`src/rtl/addsub_pkg.sv`:
```
// Shared types and reference arithmetic for the adder/subtractor self-test engine.
package addsub_pkg;

  localparam int ADDSUB_W = 4;
  localparam int VEC_W    = 2*ADDSUB_W + 1;
  localparam int NUM_VEC  = 2**VEC_W;

  typedef enum logic [2:0] {
    IDLE,
    APPLY,
    WAIT,
    CHECK,
    DONE
  } state_t;

  // Subtract is a + ~b + 1, so carry-out doubles as "no borrow" in subtract mode.
  function automatic logic [ADDSUB_W:0] golden_addsub(input logic [ADDSUB_W-1:0] a,
                                                      input logic [ADDSUB_W-1:0] b,
                                                      input logic                m);
    return {1'b0, a} + {1'b0, b ^ {ADDSUB_W{m}}} + {{ADDSUB_W{1'b0}}, m};
  endfunction

endpackage

```
`src/rtl/addsub_golden.sv`:
```
// Behavioural reference model of the adder/subtractor, independent of any ripple structure.
module addsub_golden
  import addsub_pkg::*;
#(
  parameter int WIDTH = ADDSUB_W
) (
  input  logic [WIDTH-1:0] a,
  input  logic [WIDTH-1:0] b,
  input  logic             m,
  output logic [WIDTH:0]   res
);

  generate
    if (WIDTH == ADDSUB_W) begin : g_pkg
      assign res = golden_addsub(a, b, m);
    end else begin : g_generic
      assign res = {1'b0, a} + {1'b0, b ^ {WIDTH{m}}} + {{WIDTH{1'b0}}, m};
    end
  endgenerate

endmodule

```
`src/rtl/addsub4_bist.sv`:
```
// Exhaustive self-test engine: sweeps every (a, b, mode) vector into the adder/subtractor
// and checks its result against the behavioural reference.
module addsub4_bist
  import addsub_pkg::*;
#(
  parameter int WIDTH         = ADDSUB_W,
  parameter int SETTLE_CYCLES = 1
) (
  input  logic                 clk,
  input  logic                 rst,
  input  logic                 start,
  input  logic [WIDTH-1:0]     dut_s,
  input  logic                 dut_cout,
  output logic [WIDTH-1:0]     op_a,
  output logic [WIDTH-1:0]     op_b,
  output logic                 op_m,
  output logic                 busy,
  output logic                 done,
  output logic                 pass,
  output logic [2*WIDTH+1:0]   err_count,
  output logic [2*WIDTH:0]     first_fail
);

  localparam int VW = 2*WIDTH + 1;

  state_t         state, state_nxt;
  logic [VW-1:0]  idx;
  logic [3:0]     settle_cnt;
  logic [WIDTH:0] gold;
  logic           mismatch;
  logic           last_vec;
  logic           settle_end;

  // Operands are pure slices of the registered vector index, so they only move with idx.
  assign op_b = idx[WIDTH-1:0];
  assign op_a = idx[2*WIDTH-1:WIDTH];
  assign op_m = idx[2*WIDTH];

  addsub_golden #(.WIDTH(WIDTH)) u_golden (
    .a   (op_a),
    .b   (op_b),
    .m   (op_m),
    .res (gold)
  );

  assign mismatch   = ({dut_cout, dut_s} != gold);
  assign last_vec   = &idx;
  assign settle_end = (settle_cnt == 4'(SETTLE_CYCLES - 1));

  assign busy = (state == APPLY) || (state == WAIT) || (state == CHECK);
  assign done = (state == DONE);
  assign pass = done && (err_count == '0);

  always_ff @(posedge clk or posedge rst) begin
    if (rst) state <= IDLE;
    else     state <= state_nxt;
  end

  always_comb begin
    state_nxt = state;
    unique case (state)
      IDLE, DONE: if (start) state_nxt = APPLY;
      APPLY:      state_nxt = WAIT;
      WAIT:       if (settle_end) state_nxt = CHECK;
      CHECK:      state_nxt = last_vec ? DONE : APPLY;
      default:    state_nxt = IDLE;
    endcase
  end

  always_ff @(posedge clk or posedge rst) begin
    if (rst) begin
      idx        <= '0;
      settle_cnt <= '0;
      err_count  <= '0;
      first_fail <= '0;
    end else begin
      unique case (state)
        IDLE, DONE: begin
          if (start) begin
            idx        <= '0;
            err_count  <= '0;
            first_fail <= '0;
          end
        end
        APPLY: settle_cnt <= '0;
        WAIT:  if (!settle_end) settle_cnt <= settle_cnt + 4'd1;
        CHECK: begin
          if (mismatch) begin
            if (err_count != '1) err_count <= err_count + 1'b1;
            if (err_count == '0) first_fail <= idx;
          end
          if (!last_vec) idx <= idx + 1'b1;
        end
        default: ;
      endcase
    end
  end

endmodule

```
`config.mk`:
```
export PLATFORM = sky130hd
export DESIGN_NAME = addsub4_bist
export DESIGN_NICKNAME = d
export VERILOG_FILES = /design/src/rtl/addsub_pkg.sv /design/src/rtl/addsub_golden.sv /design/src/rtl/addsub4_bist.sv
export SDC_FILE = /design/constraint.sdc
export NUM_CORES = 1
export LEC_CHECK = 0
export BUFFER_PORTS_ARGS = -buffer_cell sky130_fd_sc_hd__buf_2
export CORE_ASPECT_RATIO = 0.8
export CORE_UTILIZATION = 30
export CTS_CLUSTER_SIZE = 14
export DETAILED_ROUTE_END_ITERATION = 7
export GPL_TIMING_DRIVEN = 0
export PLACE_DENSITY = 0.52
export SLEW_MARGIN = 30
export SYNTH_ARGS = -nofsm -noshare
export SYNTH_HDL_FRONTEND = slang
export SYNTH_SLANG_ARGS = --single-unit
```
`constraint.sdc`:
```
create_clock -name clk -period 3.3 [get_ports clk]
set_input_delay 0 -clock clk [delete_from_list [all_inputs] [get_ports clk]]
set_output_delay 0 -clock clk [all_outputs]
set_load 0.01 [all_outputs]
```
==> metrics <==
Max Cap Viol=0; Slowest cell on crit path=fa_1; H-tree lvl count=2; synthesized instance count=212; CP endpoint kind=flop; Area growth syn-to-layout=20.43%; FMAX=365.4 MHz; status=finished, final reports clean; Slew @ Worst Pin=553.9 ps; IO Pins=39; Final Hold Fails=0; total leakage power=1.237 nW; total power=2.059 mW; Synthesized Nets=230; Synth Warn #=0; Worst Path Max Fanout=9; Clock transition at path regs=70 ps; area of the core=6571 sq um; Clock Path Buffers=2; pin count of the biggest net entering global routing=20; setup_tns=0 ps; DR pass1 iterations=4; Hold WC Path Type=in -> async; crit-path cells=buf_2 -> xor2_1 -> inv_1 -> fa_1 -> xnor3_1 -> nor4_4 -> o21ai_2 -> o21ai_4 -> a22o_1; global-route wire length before repair=8500 um; post-CTS setup buffer count=0; WL final=5068 um; CP Class=reg -> reg; Antenna Diode Count=0; Post-synth EDFFs=0; post-synth cell types=52; DIE WIDTH=95.70 um; fin worst setup slack=563.2 ps; Rel. slew slack=0.6259; Slew Limit Fails=0; Num CTS Buffers=5; clock sink count=35; average wire per standard cell=14.73 um; die height=76.96 um; # DRC=0; Worst Path Arrival=2950 ps; Power Dens Cells=811.5 nW/um^2; GPL Wtd Cong=0.7988; FFs w/ async S/R, synth=1.000; register area=875.8 sq um; fin cells=344; most frequent cells in the layout=buf_2, dfrtp_1, nor2_1, nand2_1, inv_1; Worst-Skew Late Latency=280 ps; register area share after synthesis=0.4157; Tot GR Track Use=0.1497; via count=1,713; largest incremental delay on the critical path=410 ps; root buffer cell=clkbuf_8; # nets final=278; Port Buffers=38; Initial Util=0.3206; share of layout cells above drive strength 1=0.2308; CP Launch Type=flop; FF-to-FF setup slack=560 ps; area occupied by multi-input gates=1145 sq um; vias per cell=4.980; Min Hold Slack=265.7 ps; Rows=26; Clock Skews=8.015 ps; initial antenna violation count=0; Die Area=7365 sq um; Placed Cells=335; post-layout minimum cycle time=2737 ps; unrepaired setup endpoints after global routing=no; Final ANT Viol Nets=0; Cell Area, Synth=2107 sq um; CP Buf/Inv Count=2; CTS tree=done; register bit total from synthesis=35; Mapped Avg Cell Area=9.939 sq um; fin crit share=0.8293; Place WS=565.2 ps; number of DRC markers in iteration 0=77; final HPWL from detailed placement=3770 um; maximum VDD drop=0.2020 mV; commonest non-fill, non-tap cell in the layout=buf_2; Main synth FF type=dfrtp_1; endpoints failing setup=0; vias in the first global route=1,632; gr ovfl total=0; CP required=3520 ps; FILL cells=682; kind of cell adding the most delay to the critical path=compound AO/OA/AOI/OAI gates
[logic make-up after synthesis]
group           after synthesis  synth area share
compound gates               52            0.1948
fa+ha+maj                    10           0.06295
simple gates                 75            0.1829
xor+xnor                     17           0.08848
buf+inv                      20           0.04097
mux                           3           0.01425
flops                        35            0.4157
[where the power goes]
part	switching (mW)	internal, mW	total [mW]
registers	0.129	0.542	0.670
clock network	0.151	0.164	0.315
logic	0.641	0.433	1.07
[routing by layer]
metal | wire length (um) | global-route usage | vias to the layer above
met5 | 0 | 0 | -
met4 | 53 | 0.03582 | 0
met3 | 262 | 0.03571 | 5
met2 | 2104 | 0.2057 | 44
met1 | 2648 | 0.2313 | 801
li1 | - | - | 863
[worst paths after layout]
path | start | end | depth (start not counted)
worst max-delay path | idx[8] | first_fail[8] | 9
worst min-delay path | rst | idx[1] | 3
worst max register to register | idx[8] | first_fail[8] | 9
worst min register to register | first_fail[2] | first_fail[2] | 1
max in group asynchronous | rst | idx[6] | 4
min in group clk | dut_s[3] | err_count[4] | 5
[state kept, by name (all words and copies together) (netlist names)]
signal	cells
err_count	10
first_fail	9
idx	9
settle_cnt	4
state	3
[stage by stage]
stage | util | cell area, sq um
floorplan | - | 2107
global placement | 0.3656 | 2402
detailed placement | 0.3698 | 2430
CTS | 0.3861 | 2537
global route | 0.3861 | 2537
finish | 0.3861 | 2537
[final cells by class]
| type | instances | share of cell area |
|---|---|---|
| multi-input combinational | 157 | 0.4512 |
| sequential | 35 | 0.3452 |
| timing repair buffer | 41 | 0.09369 |
| tap | 84 | 0.04142 |
| clock buffer | 6 | 0.03254 |
| inverter | 13 | 0.01923 |
| buffer | 7 | 0.01479 |
| clock inverter | 1 | 0.001972 |
[cells in the mapped netlist, types with 6 or more instances]
library cell / n / share of area
ha_1: 9 / 0.053
dfrtp_1: 35 / 0.42
xor2_1: 9 / 0.037
a21oi_1: 6 / 0.014
nand3_1: 8 / 0.019
nor2_1: 19 / 0.034
nand2_1: 19 / 0.034
a22o_1: 10 / 0.042
inv_1: 13 / 0.023
[what timing repair did]
action                    in CTS  in global routing
hold endpoints to repair      17                  0
hold buffers                   2                  0
resized for setup              0                  0
[worst register-to-register path, cell delays in order, from the launching register on]
cell and delay [ps]:
dfrtp_1 380, buf_2 200, xor2_1 240, inv_1 90
fa_1 410, xnor3_1 410, nor4_4 190, o21ai_2 200
o21ai_4 340, a22o_1 210
Note: power is estimated with default switching activity, not from simulation.
